**src/rtl/pic_host_pkg.sv**
```systemverilog
// Shared types and 8259A command-word encodings for the PIC host sequencer.
package pic_host_pkg;

    typedef enum logic [3:0] {
        ST_UNINIT,
        ST_W_SETUP,
        ST_W_STROBE,
        ST_W_HOLD,
        ST_READY,
        ST_ACK1,
        ST_ACK_GAP,
        ST_ACK2,
        ST_VEC_OUT
    } pic_state_e;

    localparam int ICW1_IC4_BIT  = 0;
    localparam int ICW1_SNGL_BIT = 1;
    localparam int ICW1_ADI_BIT  = 2;
    localparam int ICW1_LTIM_BIT = 3;
    localparam int ICW1_D4_BIT   = 4;

    localparam int ICW4_UPM_BIT  = 0;
    localparam int ICW4_AEOI_BIT = 1;

    localparam int OCW2_EOI_BIT  = 5;
    localparam logic [7:0] OCW2_NS_EOI = 8'h20;

    // Index of the byte being written during the init walk.
    localparam logic [2:0] IDX_ICW1 = 3'd0;
    localparam logic [2:0] IDX_ICW2 = 3'd1;
    localparam logic [2:0] IDX_ICW3 = 3'd2;
    localparam logic [2:0] IDX_ICW4 = 3'd3;
    localparam logic [2:0] IDX_OCW1 = 3'd4;

    function automatic logic [7:0] icw1_byte(input logic ltim, input logic sngl);
        logic [7:0] b;
        b                = '0;
        b[ICW1_IC4_BIT]  = 1'b1;
        b[ICW1_SNGL_BIT] = sngl;
        b[ICW1_ADI_BIT]  = 1'b0;
        b[ICW1_LTIM_BIT] = ltim;
        b[ICW1_D4_BIT]   = 1'b1;
        return b;
    endfunction

    function automatic logic [7:0] icw4_byte(input logic aeoi);
        logic [7:0] b;
        b                = '0;
        b[ICW4_UPM_BIT]  = 1'b1;
        b[ICW4_AEOI_BIT] = aeoi;
        return b;
    endfunction

endpackage

```
**src/rtl/pic_strobe_timer.sv**
```systemverilog
// Shared down-counter for write-strobe, INTA pulse and INTA gap timing; done marks the last cycle.
module pic_strobe_timer #(
    parameter int TW = 3
) (
    input  logic          clk,
    input  logic          rst,
    input  logic          load_i,
    input  logic [TW-1:0] load_val_i,
    input  logic          count_i,
    output logic          done_o
);

    logic [TW-1:0] cnt_q;

    always_ff @(posedge clk or posedge rst) begin
        if (rst) begin
            cnt_q <= '0;
        end else if (load_i) begin
            cnt_q <= load_val_i;
        end else if (count_i && (cnt_q != '0)) begin
            cnt_q <= cnt_q - TW'(1);
        end
    end

    assign done_o = (cnt_q == TW'(1));

endmodule

```
**src/rtl/pic_host_sequencer.sv**
```systemverilog
// CPU-side 8259A initiator: init writes, two-pulse INTA with vector capture, valid/ready hand-off.
// Optional non-specific EOI command path is built when PIC_EOI_CMD_EN is defined.
module pic_host_sequencer
    import pic_host_pkg::*;
#(
    parameter int          WR_PULSE   = 2,
    parameter int          INTA_PULSE = 2,
    parameter int          INTA_GAP   = 2,
    parameter logic [4:0]  VEC_BASE   = 5'b10010,
    parameter bit          SNGL       = 1'b1,
    parameter logic [7:0]  ICW3_VAL   = 8'h00,
    parameter bit          LTIM       = 1'b0,
    parameter logic [7:0]  IMR_INIT   = 8'h00
) (
    input  logic       clk,
    input  logic       rst,
    input  logic       init_start,
    output logic       init_done,
    input  logic       pic_int,
    output logic       cs_n,
    output logic       wr_n,
    output logic       a0,
    output logic [7:0] dbus_out,
    output logic       dbus_oe,
    input  logic [7:0] dbus_in,
    output logic       inta_n,
    output logic       vec_valid,
    output logic [7:0] vec_data,
    input  logic       vec_ready,
    input  logic       eoi_req,
    output logic       busy
);

    localparam int TMAX = (WR_PULSE > INTA_PULSE) ?
                          ((WR_PULSE > INTA_GAP) ? WR_PULSE : INTA_GAP) :
                          ((INTA_PULSE > INTA_GAP) ? INTA_PULSE : INTA_GAP);
    localparam int TW = $clog2(TMAX) + 1;

`ifdef PIC_EOI_CMD_EN
    localparam logic AEOI = 1'b0;
`else
    localparam logic AEOI = 1'b1;
`endif

    pic_state_e  state_q;
    logic [2:0]  idx_q;
    logic        eoi_wr_q;
    logic        cs_n_q, wr_n_q, a0_q, oe_q, inta_n_q, vec_valid_q, init_done_q;
    logic [7:0]  dbus_q, vec_q;
    logic [1:0]  int_sync_q;
    logic        int_sync;
    logic        eoi_pend;
    logic        go_init, go_eoi, go_ack;
    logic        tmr_load, tmr_done;
    logic [TW-1:0] tmr_val;
    logic [2:0]  idx_d;

    function automatic logic [8:0] init_byte(input logic [2:0] idx);
        logic [8:0] b;
        case (idx)
            IDX_ICW1: b = {1'b0, icw1_byte(LTIM, SNGL)};
            IDX_ICW2: b = {1'b1, VEC_BASE, 3'b000};
            IDX_ICW3: b = {1'b1, ICW3_VAL};
            IDX_ICW4: b = {1'b1, icw4_byte(AEOI)};
            default:  b = {1'b1, IMR_INIT};
        endcase
        return b;
    endfunction

    always_ff @(posedge clk or posedge rst) begin
        if (rst) begin
            int_sync_q <= '0;
        end else begin
            int_sync_q <= {int_sync_q[0], pic_int};
        end
    end
    assign int_sync = int_sync_q[1];

`ifdef PIC_EOI_CMD_EN
    logic eoi_pend_q;
    // A request arriving in the same cycle the pending one is consumed stays pending.
    always_ff @(posedge clk or posedge rst) begin
        if (rst) begin
            eoi_pend_q <= 1'b0;
        end else if (go_init || go_eoi) begin
            eoi_pend_q <= eoi_req;
        end else if (eoi_req) begin
            eoi_pend_q <= 1'b1;
        end
    end
    assign eoi_pend = eoi_pend_q;
`else
    logic unused_eoi_req;
    assign unused_eoi_req = eoi_req;
    assign eoi_pend       = 1'b0;
`endif

    assign go_init = init_start && ((state_q == ST_UNINIT) || (state_q == ST_READY));
    assign go_eoi  = (state_q == ST_READY) && !init_start && eoi_pend;
    assign go_ack  = (state_q == ST_READY) && !init_start && !eoi_pend && int_sync;
    assign idx_d   = ((idx_q == IDX_ICW2) && SNGL) ? IDX_ICW4 : idx_q + 3'd1;

    always_comb begin
        tmr_load = 1'b0;
        tmr_val  = TW'(WR_PULSE);
        case (state_q)
            ST_W_SETUP: tmr_load = 1'b1;
            ST_READY: begin
                tmr_load = go_ack;
                tmr_val  = TW'(INTA_PULSE);
            end
            ST_ACK1: begin
                tmr_load = tmr_done;
                tmr_val  = TW'(INTA_GAP);
            end
            ST_ACK_GAP: begin
                tmr_load = tmr_done;
                tmr_val  = TW'(INTA_PULSE);
            end
            default: ;
        endcase
    end

    pic_strobe_timer #(.TW(TW)) u_timer (
        .clk        (clk),
        .rst        (rst),
        .load_i     (tmr_load),
        .load_val_i (tmr_val),
        .count_i    (busy),
        .done_o     (tmr_done)
    );

    always_ff @(posedge clk or posedge rst) begin
        if (rst) begin
            state_q     <= ST_UNINIT;
            idx_q       <= IDX_ICW1;
            eoi_wr_q    <= 1'b0;
            cs_n_q      <= 1'b1;
            wr_n_q      <= 1'b1;
            a0_q        <= 1'b0;
            dbus_q      <= '0;
            oe_q        <= 1'b0;
            inta_n_q    <= 1'b1;
            vec_valid_q <= 1'b0;
            vec_q       <= '0;
            init_done_q <= 1'b0;
        end else begin
            case (state_q)
                ST_UNINIT, ST_READY: begin
                    if (go_init) begin
                        idx_q          <= IDX_ICW1;
                        eoi_wr_q       <= 1'b0;
                        {a0_q, dbus_q} <= init_byte(IDX_ICW1);
                        cs_n_q         <= 1'b0;
                        oe_q           <= 1'b1;
                        state_q        <= ST_W_SETUP;
                    end else if (go_eoi) begin
                        eoi_wr_q <= 1'b1;
                        a0_q     <= 1'b0;
                        dbus_q   <= OCW2_NS_EOI;
                        cs_n_q   <= 1'b0;
                        oe_q     <= 1'b1;
                        state_q  <= ST_W_SETUP;
                    end else if (go_ack) begin
                        inta_n_q <= 1'b0;
                        state_q  <= ST_ACK1;
                    end
                end
                ST_W_SETUP: begin
                    wr_n_q  <= 1'b0;
                    state_q <= ST_W_STROBE;
                end
                ST_W_STROBE: begin
                    if (tmr_done) begin
                        wr_n_q  <= 1'b1;
                        state_q <= ST_W_HOLD;
                    end
                end
                ST_W_HOLD: begin
                    if (!eoi_wr_q && (idx_q != IDX_OCW1)) begin
                        idx_q          <= idx_d;
                        {a0_q, dbus_q} <= init_byte(idx_d);
                        state_q        <= ST_W_SETUP;
                    end else begin
                        cs_n_q  <= 1'b1;
                        oe_q    <= 1'b0;
                        a0_q    <= 1'b0;
                        dbus_q  <= '0;
                        if (!eoi_wr_q) init_done_q <= 1'b1;
                        eoi_wr_q <= 1'b0;
                        state_q  <= ST_READY;
                    end
                end
                ST_ACK1: begin
                    if (tmr_done) begin
                        inta_n_q <= 1'b1;
                        state_q  <= ST_ACK_GAP;
                    end
                end
                ST_ACK_GAP: begin
                    if (tmr_done) begin
                        inta_n_q <= 1'b0;
                        state_q  <= ST_ACK2;
                    end
                end
                ST_ACK2: begin
                    // Vector is taken on the last low cycle; a spurious IR7 is passed through as-is.
                    if (tmr_done) begin
                        inta_n_q    <= 1'b1;
                        vec_q       <= dbus_in;
                        vec_valid_q <= 1'b1;
                        state_q     <= ST_VEC_OUT;
                    end
                end
                ST_VEC_OUT: begin
                    if (vec_ready) begin
                        vec_valid_q <= 1'b0;
                        state_q     <= ST_READY;
                    end
                end
                default: state_q <= ST_UNINIT;
            endcase
        end
    end

    assign busy      = (state_q != ST_UNINIT) && (state_q != ST_READY);
    assign cs_n      = cs_n_q;
    assign wr_n      = wr_n_q;
    assign a0        = a0_q;
    assign dbus_out  = dbus_q;
    assign dbus_oe   = oe_q;
    assign inta_n    = inta_n_q;
    assign vec_valid = vec_valid_q;
    assign vec_data  = vec_q;
    assign init_done = init_done_q;

endmodule

```
**config.mk**
```make
export PLATFORM = sky130hd
export DESIGN_NAME = pic_host_sequencer
export DESIGN_NICKNAME = d
export VERILOG_FILES = /design/src/rtl/pic_host_pkg.sv /design/src/rtl/pic_strobe_timer.sv /design/src/rtl/pic_host_sequencer.sv
export SDC_FILE = /design/constraint.sdc
export NUM_CORES = 1
export LEC_CHECK = 0
export ABC_AREA = 1
export BUFFER_PORTS_ARGS = -buffer_cell sky130_fd_sc_hd__buf_2
export CORE_ASPECT_RATIO = 1.2
export CORE_MARGIN = 3
export CORE_UTILIZATION = 30
export CTS_BUF_LIST = sky130_fd_sc_hd__clkbuf_8
export DETAILED_ROUTE_END_ITERATION = 10
export REMOVE_ABC_BUFFERS = 1
export SLEW_MARGIN = 20
export SYNTH_ARGS = -nofsm -noshare
export SYNTH_HDL_FRONTEND = slang
export SYNTH_SLANG_ARGS = --single-unit
```
**constraint.sdc**
```tcl
create_clock -name clk -period 3.9 [get_ports clk]
set_input_delay 0.585 -clock clk [delete_from_list [all_inputs] [get_ports clk]]
set_output_delay 0.585 -clock clk [all_outputs]
set_load 0.02 [all_outputs]
```
# Word-level counts from Yosys, hierarchy flattened
# Index checks and enable logic that the tools add are counted.
# Widths: inputs -> output; s select.
# op_classes
eq_ne	26
mux	37
mul	0
bitwise	2
n_lt_le_gt_ge	0
shift	0
n_div	0
add_sub_neg	2
n_reduce_logical	30
# ops
operator	n
$pmux 4 s8	1
$mux 4	7
$pmux 9 s3	1
$ne 2x2->1 const B	10
$eq 4x3->1 const B	4
$mux 8	2
$pmux 8 s2	1
$mux 3	4
$pmux 1 s2	6
$reduce_and 3->1	4
$mux 1	10
$reduce_bool 2->1	5
$eq 4x2->1 const B	2
$eq 3x1->1 const B	2
$logic_and 1x1->1	6
$ne 3x3->1 const B	2
$pmux 1 s3	2
$pmux 3 s2	1
$reduce_and 2->1	3
$reduce_and 6->1	1
$reduce_or 2->1	3
$reduce_and 5->1	1
$eq 4x1->1 const B	1
$eq 4x4->1 const B	1
other kinds (14)	17
# word_totals
latchBits	0
word_cells	111
romBits	0
memories	0
reg_bits	35
ram_bits	0
input_bits	14
out_inout_bits	24

# Depth between registers and ports, before layout
# logic_depth
depth_word	6
ltp_mapped	10
mapped_depth_nobuf	10

# By module
# From an unflattened synthesis, not the netlist that was laid out.
# unflattened
hier_cells	202
hier_area_um2	1645.3
# by_module_without_submodules
module	area_per_inst_um2	seq_area_each_um2	n_inst	cells_each
pic_host_sequencer	1501.4	679.4	1	181
pic_strobe_timer	143.9	50.0	1	21

# Worst setup path after synthesis
# Ideal clock, no wire load.
# synth_timing
kind	register to output
from	register state_q[0]
to	output port busy
path_stages_with_launch	3
path_buffers	0
slack_ns	2.530
t_arrival_ns	0.785
required_ns	3.315
path_cell_list	dfrtp_1 nor2_4 nand2_4
# synth_between
elab_chain_len	2
word_cells_on_any_way	3
classes_between	eq/ne (1); reduce/logical (2)
# synth_rtl
item	line	source
start: declaration	pic_host_sequencer.sv:45	pic_state_e state_q;
start signal: assignment	pic_host_sequencer.sv:135	state_q <= ST_UNINIT;
start signal: assignment	pic_host_sequencer.sv:156	state_q <= ST_W_SETUP;
start signal: assignment	pic_host_sequencer.sv:163	state_q <= ST_W_SETUP;
$ne 4x3->1 or $reduce_bool 4->1 (tied branches)	pic_host_sequencer.sv:226	assign busy = (state_q != ST_UNINIT) && (state_q != ST_READY);
$logic_and 1x1->1 (*)	pic_host_sequencer.sv:226	
end: declaration	pic_host_sequencer.sv:31	output logic busy
# Every way passes the cells marked *; elsewhere a longest branch is shown, timed or not.

# Final worst setup path
# Same ends and word-level chain as after synthesis.

==> out/results.ini <==
[status]
run_status = complete, no violations

[pwr]
pwr-share-comb_pct = 48.5
seqPwrFrac_pct = 33.3
powerDensity_mw_per_mm2 = 768
p_switching_w = 0.000665
switching_share_pct = 44.7
peakVddDrop_mv = 0.272
intPower_w = 0.000824
p_clk_share_pct = 18.3
total_leakage_power_nw = 1.09

[grt]
grt_pass1_wl_um = 5440
grt_pass1_vias = 1264
grt_max_degree = 30
antenna_found_initial = 0
grt_usage_pct = 10.9
overflow = 0

[layout]
fin_nets = 258
instances_no_fill = 298
fillers = 520
antenna_cells = 0
final_layout_size_suffix_gt1_share_pct = 27.7
syn_to_final_growth_pct = 18.8

[floorplan]
core_mm2 = 0.00508
std_cell_rows = 28
die_width_um = 73.3
die-area_mm2 = 0.00636
dieHeight_um = 86.8
ios = 38
initial_core_util_pct = 32.1

[routing]
post_drt_wl_per_cell_um = 10.0
drtIter0Drc = 56
route.detailed.drc = 0
drt_pass1_iterations = 4
vias = 1293
ant_nets = 0
wirelength_um = 2990
vias_per_cell = 4.34

[worst_setup_path]
r2r_end = idx_q[1]
r2r_setup_slack_ns = 2.52
worstPathMaxFanout = 8
worstPathArrival_ns = 1.30
r2r_cells = 8
worstPathRequired_ns = 3.31
crit_path_end_kind = output port
start_kind = register
worstSetupPathType = register to output port
r2r-start = idx_q[0]

[yosys]
syn_area_per_cell_um2 = 8.16
synth.top_cell.area_share_pct = 39.9
ys_ff_latch = 29
synth.area.top_cells = dfrtp_1 40%, nand2_1 15%, inv_1 7.4%
postSynthCellCount = 200
ys_types = 27
synth_top_area_cell = dfrtp_1
netlist_area_mm2 = 0.00163
synth_seq_area_share_pct = 44.7
ys_warn_count = 0

[clock_tree]
clock_latency_ns = 0.28
hold_buffers = 0
cts_buffers = 5
path_clk_slew_ns = 0.06
cts_resized = 0
numClockSinks = 29
postCtsSetupRepairBufs = 0
ctsLongestPathBuffers = 2
cts_tree = yes
htreeDepth = 2
root_buffer = clkbuf_8

[placed_design]
dp.cells = 290
pre_cts_ws_ns = 2.31
hpwl_um = 2260
routabilityCongestion = 0.821
port_buffers = 32

[sta]
finalHoldViolCount = 0
fin_worst_skew_ns = 0.00380
setup_viol_count_final = 0
fin_ws_ns = 2.02
fmax_mhz = 531
rsz0062_at_grt = false
slew_violations = 0
setup-tns-final_ns = 0
finalCritPeriodShare_pct = 48.3
fin_crit_ns = 1.88

[flow_run]
maxCapViolCount = 0

[hold_path]
hold_path.class = input pin to asynchronous set/reset pin

-- cell usage in the layout, fill, tap and decap left out, drive strengths merged --
cell	count
o21ai	16
a21o	1
dfrtp	26
clkbuf	7
nand3	13
o21bai	1
a21oi	5
inv	34
nand2	70
clkinv	1
conb	4
nor3	1
buf	33
ha	7
dfstp	3
nand4	5
nor2	11
-- cell families after synthesis --
kind of cell               Yosys count  synth area share (%)
and+or+nand+nor                    100                  28.5
other                                1                 0.230
AOI/OAI and AO/OA                   23                  10.4
buffers and inverters               40                  10.8
adders and majority gates            7                  5.37
DFF                                 29                  44.7
-- worst max-delay path by stage --
stage	endpoint	from	slack, ns	cells past startpoint
after floorplan	busy	state_q[0]	2.53	2
after global placement	busy	state_q[0]	2.32	3
after detailed placement	busy	state_q[0]	2.31	3
after CTS	busy	state_q[0]	2.01	3
after global routing	busy	state_q[0]	1.93	3
final	busy	state_q[0]	2.02	3
-- power groups by stage --
stage,sequential (W),clock [W],combinational (W)
after floorplan,0.000586,0,0.000463
after global placement,0.000499,0,0.000725
after detailed placement,0.000501,0,0.000731
after CTS,0.000498,0.000284,0.000734
after global routing,0.000512,0.000296,0.000834
final,0.000495,0.000272,0.000722
-- state kept, by name (all words and copies together), names as in the netlist, 2 cells and up --
register,flops
int_sync_q,2
vec_data,8
dbus_out,3
state_q,4
idx_q,3
u_timer.cnt_q,2
-- worst max-delay path, stage by stage, from the launching register on --
cell and delay, ns:
dfrtp_1 0.48, nor2_4 0.26, nand2_4 0.11, buf_2 0.18
-- Yosys cell counts --
cell type	count
nand3_4	1
nor3_1	1
inv_2	2
ha_1	7
buf_6	1
dfrtp_1	26
o21ai_1	3
nor2_2	1
nand3_1	11
a21oi_2	1
nor2_4	2
o21ai_2	9
nor2_1	8
inv_1	32
o21ai_0	3
dfstp_2	3
buf_4	5
a21oi_1	4
a21o_1	1
nand3_2	1
nand2_2	1
nand2_1	66
o21ai_4	1
conb_1	1
nand2_4	3
o21bai_1	1
nand4_1	5
-- metal layers --
metal	routed length, um	up-vias	global-route usage (%)
li1	-	688	-
met1	1360	566	13.5
met2	1390	33	17.4
met3	188	6	3.60
met4	53	0	4.45
met5	0	-	0
-- layout make-up --
| class | instances | area [um^2] | area share (%) |
|---|---|---|---|
| multi-input combinational | 134 | 737 | 38.0 |
| timing repair buffer | 33 | 168 | 8.65 |
| clock buffer | 7 | 96.3 | 4.97 |
| tap | 60 | 75.1 | 3.87 |
| sequential | 29 | 729 | 37.6 |
| clock inverter | 1 | 5.00 | 0.258 |
| inverter | 34 | 128 | 6.58 |
-- metrics by stage --
stage / utilization, % / power, W / hold slack, ns / instance area [um^2]
2_1_floorplan: - / 0.00105 / 0.331 / 1590
3_3_place_gp: 36.2 / 0.00122 / 0.336 / 1840
3_5_place_dp: 36.2 / 0.00123 / 0.347 / 1840
4_1_cts: 38.2 / 0.00152 / 0.361 / 1940
5_1_grt: 38.2 / 0.00164 / 0.374 / 1940
6_report: 38.2 / 0.00149 / 0.361 / 1940
Note: power is estimated with default switching activity, not from simulation.
